## src/rtl/uart_rx_param.sv

```systemverilog
// uart_rx_param
//   Parametrised UART receiver. The receiver oversamples RX_IN by a runtime
//   prescale and majority-votes three samples around each bit centre. It
//   supports DATA_WIDTH data bits (LSB first), optional even/odd parity and
//   one or two stop bits. A good word is presented with a one-cycle valid
//   strobe. Faulty frames produce one-cycle parity/stop error strobes.
//
// Ports
//   CLK        oversampling clock
//   RST        asynchronous active-low reset
//   RX_IN      synchronised serial line, idle high
//   PAR_EN     frame carries a parity bit
//   PAR_TYP    0 = even parity, 1 = odd parity
//   STOP2      1 = two stop bits, 0 = one
//   prescale   clocks per bit (values below 4 act as 4)
//   P_DATA     last error-free received word
//   DATA_VALID one-cycle pulse, P_DATA updated
//   PAR_ERR    one-cycle pulse, parity mismatch
//   STP_ERR    one-cycle pulse, a stop bit voted low
module uart_rx_param #(
    parameter int unsigned DATA_WIDTH  = 8,
    parameter int unsigned PRESC_WIDTH = 6
) (
    input  logic                   CLK,
    input  logic                   RST,
    input  logic                   RX_IN,
    input  logic                   PAR_EN,
    input  logic                   PAR_TYP,
    input  logic                   STOP2,
    input  logic [PRESC_WIDTH-1:0] prescale,
    output logic [DATA_WIDTH-1:0]  P_DATA,
    output logic                   DATA_VALID,
    output logic                   PAR_ERR,
    output logic                   STP_ERR
);

    localparam logic [PRESC_WIDTH-1:0] PRESC_MIN = PRESC_WIDTH'(4);
    localparam logic [3:0]             LAST_DATA = 4'(DATA_WIDTH - 1);

    typedef enum logic [2:0] {IDLE, START, DATA, PARITY, STOP} state_t;

    state_t state, state_n;

    logic [PRESC_WIDTH-1:0] presc_q;
    logic [PRESC_WIDTH-1:0] presc_eff;
    logic [PRESC_WIDTH-1:0] edge_cnt;
    logic [PRESC_WIDTH-1:0] center;
    logic [PRESC_WIDTH-1:0] samp_lo;
    logic [PRESC_WIDTH-1:0] samp_hi;
    logic [PRESC_WIDTH-1:0] last_edge;
    logic [3:0]             bit_cnt;
    logic [3:0]             last_stop;
    logic                   par_en_q, par_typ_q, stop2_q;
    logic                   s0, s1;
    logic [DATA_WIDTH-1:0]  shreg;
    logic                   start_bad, par_fail, stp_fail;
    logic                   bit_end, vote_pt, vote;
    logic                   start_bad_now, stp_fail_now;
    logic                   frame_end;

    assign presc_eff = (prescale < PRESC_MIN) ? PRESC_MIN : prescale;
    assign center    = presc_q >> 1;
    assign samp_lo   = center - PRESC_WIDTH'(1);
    assign samp_hi   = center + PRESC_WIDTH'(1);
    assign last_edge = presc_q - PRESC_WIDTH'(1);
    assign last_stop = stop2_q ? 4'd1 : 4'd0;

    assign bit_end = (edge_cnt == last_edge);
    assign vote_pt = (edge_cnt == samp_hi);
    // Third sample is taken live at the resolve point.
    assign vote    = (s0 & s1) | (s0 & RX_IN) | (s1 & RX_IN);

    // With P = 4 the resolve point is also the last edge of the bit, so the
    // flags consulted at the bit end fold in the vote of this cycle.
    assign start_bad_now = start_bad | (vote_pt & vote);
    assign stp_fail_now  = stp_fail  | (vote_pt & ~vote);

    always_ff @(posedge CLK or negedge RST) begin
        if (!RST) state <= IDLE;
        else      state <= state_n;
    end

    always_comb begin
        state_n   = state;
        frame_end = 1'b0;
        case (state)
            IDLE:   if (!RX_IN) state_n = START;
            START:  if (bit_end) state_n = start_bad_now ? IDLE : DATA;
            DATA:   if (bit_end && bit_cnt == LAST_DATA)
                        state_n = par_en_q ? PARITY : STOP;
            PARITY: if (bit_end) state_n = STOP;
            STOP:   if (bit_end && bit_cnt == last_stop) begin
                        state_n   = IDLE;
                        frame_end = 1'b1;
                    end
            default: state_n = IDLE;
        endcase
    end

    always_ff @(posedge CLK or negedge RST) begin
        if (!RST) begin
            presc_q    <= PRESC_MIN;
            par_en_q   <= 1'b0;
            par_typ_q  <= 1'b0;
            stop2_q    <= 1'b0;
            edge_cnt   <= '0;
            bit_cnt    <= '0;
            s0         <= 1'b1;
            s1         <= 1'b1;
            shreg      <= '0;
            start_bad  <= 1'b0;
            par_fail   <= 1'b0;
            stp_fail   <= 1'b0;
            P_DATA     <= '0;
            DATA_VALID <= 1'b0;
            PAR_ERR    <= 1'b0;
            STP_ERR    <= 1'b0;
        end else begin
            DATA_VALID <= 1'b0;
            PAR_ERR    <= 1'b0;
            STP_ERR    <= 1'b0;
            if (state == IDLE) begin
                if (!RX_IN) begin
                    // Detect cycle counts as edge 0 of the start bit.
                    presc_q   <= presc_eff;
                    par_en_q  <= PAR_EN;
                    par_typ_q <= PAR_TYP;
                    stop2_q   <= STOP2;
                    edge_cnt  <= PRESC_WIDTH'(1);
                    bit_cnt   <= '0;
                    start_bad <= 1'b0;
                    par_fail  <= 1'b0;
                    stp_fail  <= 1'b0;
                end
            end else begin
                edge_cnt <= bit_end ? '0 : edge_cnt + PRESC_WIDTH'(1);
                if (bit_end)
                    bit_cnt <= (state_n != state) ? '0 : bit_cnt + 4'd1;
                if (edge_cnt == samp_lo) s0 <= RX_IN;
                if (edge_cnt == center)  s1 <= RX_IN;
                if (vote_pt) begin
                    case (state)
                        START:  start_bad <= start_bad_now;
                        DATA:   shreg <= {vote, shreg[DATA_WIDTH-1:1]};
                        PARITY: if (vote != ((^shreg) ^ par_typ_q)) par_fail <= 1'b1;
                        STOP:   stp_fail <= stp_fail_now;
                        default: ;
                    endcase
                end
                if (frame_end) begin
                    if (!par_fail && !stp_fail_now) begin
                        P_DATA     <= shreg;
                        DATA_VALID <= 1'b1;
                    end else begin
                        PAR_ERR <= par_fail;
                        STP_ERR <= stp_fail_now;
                    end
                end
            end
        end
    end

endmodule

```

## config.mk

```make
export PLATFORM = sky130hd
export DESIGN_NAME = uart_rx_param
export DESIGN_NICKNAME = d
export VERILOG_FILES = /design/src/rtl/uart_rx_param.sv
export SDC_FILE = /design/constraint.sdc
export NUM_CORES = 1
export LEC_CHECK = 0
export CORE_UTILIZATION = 40
export CTS_CLUSTER_SIZE = 10
export DETAILED_ROUTE_END_ITERATION = 8
export PLACE_DENSITY = 0.61
export SKIP_LAST_GASP = 1
export SLEW_MARGIN = 5
export SYNTH_ARGS = -nofsm -noshare
export SYNTH_HDL_FRONTEND = slang
export SYNTH_SLANG_ARGS = --single-unit
```

## constraint.sdc

```tcl
create_clock -name CLK -period 2.8 [get_ports CLK]
set_clock_uncertainty 0.15 [all_clocks]
set_input_delay 0.56 -clock CLK [delete_from_list [all_inputs] [get_ports CLK]]
set_output_delay 0.56 -clock CLK [all_outputs]
set_load 0.1 [all_outputs]
```

==> run_results.csv, run 1 <==
group,metric,value,unit
logic_synthesis,synth_flop_cell,"dfrtp_1",
routing,drc_errors,0,
sta,fmax,365.1,MHz
global_routing,grtUsageTotal,0.1695,
logic_synthesis,syn-num-nets,273,
clocking,cts_tree,"built",
die,fp.dieH,82.88,microns
logic_synthesis,yosysWarnings,0,
finish,syn2layout_area_growth,19.32,%
finish,fill_cells,604,
sta,setup_viol,0,
logic_synthesis,synth_area_leader_cell,"dfrtp_1",
power_and_ir_drop,ir_drop,0.5368,mV
critical_path,cp.arrival,2780,ps
sta,fin_crit,2739,ps
placed_design,numPortBuffers,22,
finish,n_antenna_cell,0,
routing,postRouteWirelength,5385,microns
critical_path,crit_path_end_kind,"flip-flop",
power_and_ir_drop,p_leak,1.462,nW
finish,multi_input_comb_area,0.001389,sq mm
sta,fin_ws,61.01,ps
logic_synthesis,synth_top_area_share,0.4113,
routing,first_pass_iters,4,
sta,hold_viol_final,0,
placed_design,place_ws,52.47,ps
job,max_cap_violations,0,
logic_synthesis,synth_compound_area_frac,0.1057,
die,fp-row-count,29,
logic_synthesis,synth_top_family_by_area,"simple AND/OR/NAND/NOR gates",
power_and_ir_drop,p_per_area,971.2,mW/mm^2
sta,max_slew_margin,0.6052,
global_routing,grt_pass1_vias,1925,
logic_synthesis,syn_area,0.002616,sq mm
logic_synthesis,synth_xor_area_frac,0.1004,
sta,period_share,0.9782,
routing,via_per_inst,5.251,
routing,ant_nets,0,
critical_path,cp.required,2840,ps
finish,ff_latch_area,0.001155,sq mm
finish,drive_gt1_frac,0.2415,
global_routing,grt_first_pass_wirelength,9397,microns
global_routing,antenna_found_initial,0,
logic_synthesis,netlist_instances,255,
logic_synthesis,synth_fa_ha_area_frac,0.03252,
routing,drtIter0Drc,110,
logic_synthesis,synth.yosys.seq_area_share,0.4414,
critical_path,cp_max_fo,8,
logic_synthesis,yosysMostFrequentCell,"dfrtp_1",
placed_design,hpwl,3946,microns
sta,tightest_slew,592.3,ps
power_and_ir_drop,p_total,3.032,mW
logic_synthesis,synthSimpleGateAreaFrac,0.2023,
placed_design,gp_congestion,0.8567,
logic_synthesis,synth_commonest_cells,"dfrtp_1, nand2_1, mux2_2, nor2_1",
critical_path,ff2ff_setup_slack,60,ps
clocking,cts.path.max_buffers,2,
clocking,clkLatencyLatePin,300,ps
die,coreArea,0.006314,sq mm
finish,finalNetCount,311,
clocking,htree_levels,2,
logic_synthesis,synth_edf_count,0,
critical_path,startpoint_type,"flip-flop",
logic_synthesis,avgSynthCellArea,10.26,sq um
die,boundaryPins,23,
routing,wire_per_inst,14.51,microns
logic_synthesis,synth_cell_types,47,
clocking,clk_pin_slew,90,ps
die,die_w,82.88,microns
run_status,run_status,"finished, final reports clean",
routing,vias,1948,
clocking,cts_root_buf,"clkbuf_8",
clocking,cts_hold_buf,0,
sta,rsz0062_at_grt,"yes",
clocking,cts_buffers,5,
die,dieArea,0.006868,sq mm
critical_path,path_class,"flip-flop to flip-flop",
logic_synthesis,synth.area.mux_share,0.08130,
global_routing,overflow,0,
global_routing,grt_max_degree,31,
sta,maxSlewViolCount,0,
logic_synthesis,yosys-top-cells-area,"dfrtp_1, mux2_2, xnor2_1",
logic_synthesis,synth-seq-cells,46,
min_path,hold_path_class,"input pin to async pin",
clocking,clock_sinks,46,
logic_synthesis,async_flop_share,1.000,
die,start_util,0.4144,
==> per-layer routing <==
metal,global-route usage,vias to the layer above,share of wire
li1,-,969,-
met1,0.2468,926,0.51
met2,0.2474,44,0.42
met3,0.03181,9,0.047
met4,0.06897,0,0.022
met5,0,-,0
==> cell usage in the layout (no fill, tap or decap), types with 3 or more instances in the layout <==
master,n
clkbuf_8,5
and3_1,4
clkdlybuf4s50_1,10
a21oi_1,4
nand3b_1,3
xnor2_1,15
mux2_2,16
nor3_1,6
nand4_1,4
inv_1,7
a31oi_1,6
or3_1,3
nor2_1,16
o2bb2ai_1,4
xor2_1,15
nand3_1,10
o21ai_0,8
nand2b_1,5
dfrtp_1,43
dfstp_2,3
buf_4,30
ha_1,5
nand2_1,32
==> area by class of cell <==
cell class                      instances  area share
Sequential cell                        46      0.3699
Tap cell                               77     0.03086
Timing Repair Buffer                   43      0.1158
Clock inverter                          3    0.006814
Clock buffer                            5     0.02204
Inverter                                8    0.009619
Multi-Input combinational cell        189      0.4449
==> metrics by stage <==
stage	util	std cells	hold WS (ps)	TNS, ps	instance area (sq um)
2_1_floorplan	-	255	114.4	-217.3	2633
3_3_place_gp	0.4752	361	331.2	0	3000
3_5_place_dp	0.4752	361	334.7	0	3000
4_1_cts	0.4895	369	27.24	0	3090
5_1_grt	0.4945	371	35.62	-940.8	3122
6_report	0.4945	371	12.75	0	3122
==> worst paths after layout <==
kind                                        startpoint                    end  cells after the start
worst min-delay path                               RST     state[2]$_DFF_PN0_                      1
min in group CLK                   stop2_q$_DFFE_PN0P_    stop2_q$_DFFE_PN0P_                      2
worst max register to register  presc_q[2]$_DFFE_PN1P_  P_DATA[7]$_DFFE_PN0P_                      9
worst min register to register     stop2_q$_DFFE_PN0P_    stop2_q$_DFFE_PN0P_                      2
worst max-delay path            presc_q[2]$_DFFE_PN1P_  P_DATA[7]$_DFFE_PN0P_                      9
max in group asynchronous                          RST         s0$_DFFE_PN1P_                      2
==> critical path, stage by stage (launching register included) <==
cell,delay (ps)
dfstp_2,570
inv_2,50
ha_2,170
nor3b_4,160
a21o_1,220
a2111oi_4,380
nand4_2,180
a2111oi_4,220
buf_6,190
mux2_2,340
==> where the power goes <==
group | switching [mW] | total (mW) | leakage (nW) | internal [mW]
Sequential | 0.249 | 1.09 | 0.605 | 0.838
Clock | 0.233 | 0.409 | 0.0441 | 0.176
Combinational | 0.806 | 1.54 | 0.813 | 0.729
==> sequential cells by signal, indices dropped and copies added (netlist names), 3 cells and up <==
name	cells
edge_cnt	6
state	3
shreg	8
P_DATA	8
presc_q	6
bit_cnt	4
==> kinds of logic after synthesis <==
logic type / after synthesis
AND/OR/NAND/NOR: 98
flip-flops: 46
AO/OA/AOI/OAI: 35
XOR/XNOR: 30
buffers and inverters: 20
multiplexers: 19
adder cells (fa/ha/maj): 7
==> what timing repair did <==
item	4_1_cts	5_1_grt
resized for setup	0	5
hold endpoints to repair	0	0
setup endpoints to repair	0	17
setup buffers	0	2
Note: power is estimated with default switching activity, not from simulation.
==> run 2: changes to the inputs <==
CAP_MARGIN = 20   (was not set)
==> results of run 2 <==
Final layout, timing and power as in run 1 (identical DEF).
==> run 3: changes to the inputs <==
CORE_UTILIZATION = 52   (was 40)
PLACE_DENSITY = 0.76   (was 0.61)
==> run 3 against run 2 <==
Against the previous run:
- worst hold slack better by 67 ps
- die area is 23% lower
- combinational power is 3% higher
- worst setup slack worse by 59 ps
- via count is 2.7% higher
- critical path depth stayed put
- routed wire length is 0.33% lower
- register-to-register slack worse by 60 ps
- cell count is 3.0% lower
- critical endpoint unchanged
- largest power group unchanged
- highest routed layer unchanged
==> run_results.csv, run 3 (same netlist as run 1, synthesis figures left out) <==
group,metric,value,unit
sta,hold_viol_final,0,
clocking,htree_levels,2,
clocking,cts_hold_buf,0,
placed_design,gp_congestion,0.8494,
power_and_ir_drop,p_per_area,975.0,mW/mm^2
run_status,run_status,"finished, final reports clean",
sta,tns,0,ps
critical_path,path_class,"flip-flop to flip-flop",
clocking,clkLatencyLatePin,300,ps
sta,fin_crit,2798,ps
routing,first_pass_iters,4,
die,fp-row-count,25,
sta,rsz0062_at_grt,"yes",
clocking,cts_buffers,5,
global_routing,grt_pass1_vias,1886,
min_path,hold_path_class,"input pin to async pin",
die,dieArea,0.005319,sq mm
die,start_util,0.5467,
job,max_cap_violations,0,
finish,syn2layout_area_growth,19.85,%
critical_path,cp_slowest_cell,"dfstp_2",
global_routing,grt_max_degree,47,
routing,drtIter0Drc,122,
critical_path,max_stage_delay,570,ps
power_and_ir_drop,ir_drop,0.5582,mV
clocking,cts_tree,"built",
global_routing,overflow,0,
sta,tightest_slew,643.3,ps
critical_path,cp.arrival,2830,ps
placed_design,dp_cells,350,
finish,fill_cells,388,
global_routing,antenna_found_initial,0,
sta,setup_viol,0,
global_routing,grt_first_pass_wirelength,8963,microns
finish,instances_no_fill,360,
placed_design,numPortBuffers,22,
sta,period_share,0.9994,
finish,utilization,0.6552,
finish,finalNetCount,310,
sta,max_slew_margin,0.5672,
critical_path,startpoint_type,"flip-flop",
critical_path,cp.required,2830,ps
placed_design,hpwl,3923,microns
clocking,cts_root_buf,"clkbuf_8",
clocking,clock_sinks,46,
finish,largestRegisters,"P_DATA: 8 flops, shreg: 8 flops",
critical_path,crit_path_end_kind,"flip-flop",
global_routing,grtUsageTotal,0.2217,
routing,drc_errors,0,
routing,via_per_inst,5.556,
die,coreArea,0.004786,sq mm
routing,wire_per_inst,14.91,microns
sta,fmax,357.4,MHz
finish,layout_common_cells,"dfrtp_1, nand2_1, buf_4",
critical_path,cp_common_cell,"a2111oi_4",
finish,final_common_cell,"dfrtp_1",
clocking,clk_pin_slew,90,ps
die,boundaryPins,23,
sta,maxSlewViolCount,0,
critical_path,cp_max_fo,8,
power_and_ir_drop,p_total,3.057,mW
die,fp.dieH,72.93,microns
routing,ant_nets,0,
clocking,cts.path.max_buffers,2,
finish,drive_gt1_frac,0.2423,
critical_path,crit_chain,"inv_2 -> ha_4 -> nor3b_4 -> a21o_1 -> a2111oi_4 -> nand4_2 -> a2111oi_4 -> buf_6 -> mux2_2",
routing,postRouteWirelength,5367,microns
finish,n_antenna_cell,0,
power_and_ir_drop,p_leak,1.469,nW
routing,vias,2000,
die,die_w,72.93,microns
## run 3: final timing paths
path,startpoint,end,slack [ps],depth (start not counted)
worst max-delay path,presc_q[2]$_DFFE_PN1P_,P_DATA[7]$_DFFE_PN0P_,2,9
worst min-delay path,RST,presc_q[3]$_DFFE_PN0P_,80,2
worst max register to register,presc_q[2]$_DFFE_PN1P_,P_DATA[7]$_DFFE_PN0P_,2,9
worst min register to register,start_bad$_DFFE_PN0P_,start_bad$_DFFE_PN0P_,360,2
max in group asynchronous,RST,s0$_DFFE_PN1P_,2150,2
min in group CLK,start_bad$_DFFE_PN0P_,start_bad$_DFFE_PN0P_,360,2
## run 3: per-layer routing
layer	global-route usage	up-vias	part of all wire	wire [microns]
met5	0	-	0	0
met4	0.05229	0	0.0075	40
met3	0.04834	5	0.051	275
met2	0.3396	40	0.47	2515
met1	0.3217	984	0.47	2536
li1	-	971	-	-
## run 3: repair_timing
item / 4_1_cts / 5_1_grt
gates resized for setup: 1 / 7
setup endpoints to repair: 1 / 17
hold endpoints to repair: 0 / 0
pin swaps: 0 / 1
buffers inserted: 0 / 2
## run 3: layout make-up
| cell class | instances | area (sq um) | area share |
|---|---|---|---|
| Multi-Input combinational cell | 189 | 1414 | 0.4509 |
| Sequential cell | 46 | 1155 | 0.3683 |
| Timing Repair Buffer | 42 | 366.6 | 0.1169 |
| Tap cell | 67 | 83.83 | 0.02674 |
| Clock buffer | 6 | 72.57 | 0.02314 |
| Inverter | 8 | 30.03 | 0.009577 |
| Clock inverter | 2 | 13.76 | 0.004389 |
## run 3: worst max-delay path, delay by kind of cell, from the launching register on
kind            cells  cell delay, ps
mux                 1             340
flops               1             570
fa+ha+maj           1             160
simple gates        2             320
buf+inv             2             260
compound gates      3             880
## run 3: stage by stage
stage	instance area, sq um	worst slack, ps	hold WS, ps
global route	3136	-93.21	91.82
detailed placement	2993	12.08	345.3
global placement	2993	65.46	334.4
floorplan	2633	-36.22	114.4
CTS	3083	25.10	81.38
finish	3136	1.646	79.78
## run 3: power breakdown
group,switching [mW],internal (mW),total [mW]
sequential,0.232,0.838,1.07
clock,0.225,0.176,0.402
combinational,0.851,0.734,1.59
total,1.31,1.75,3.06
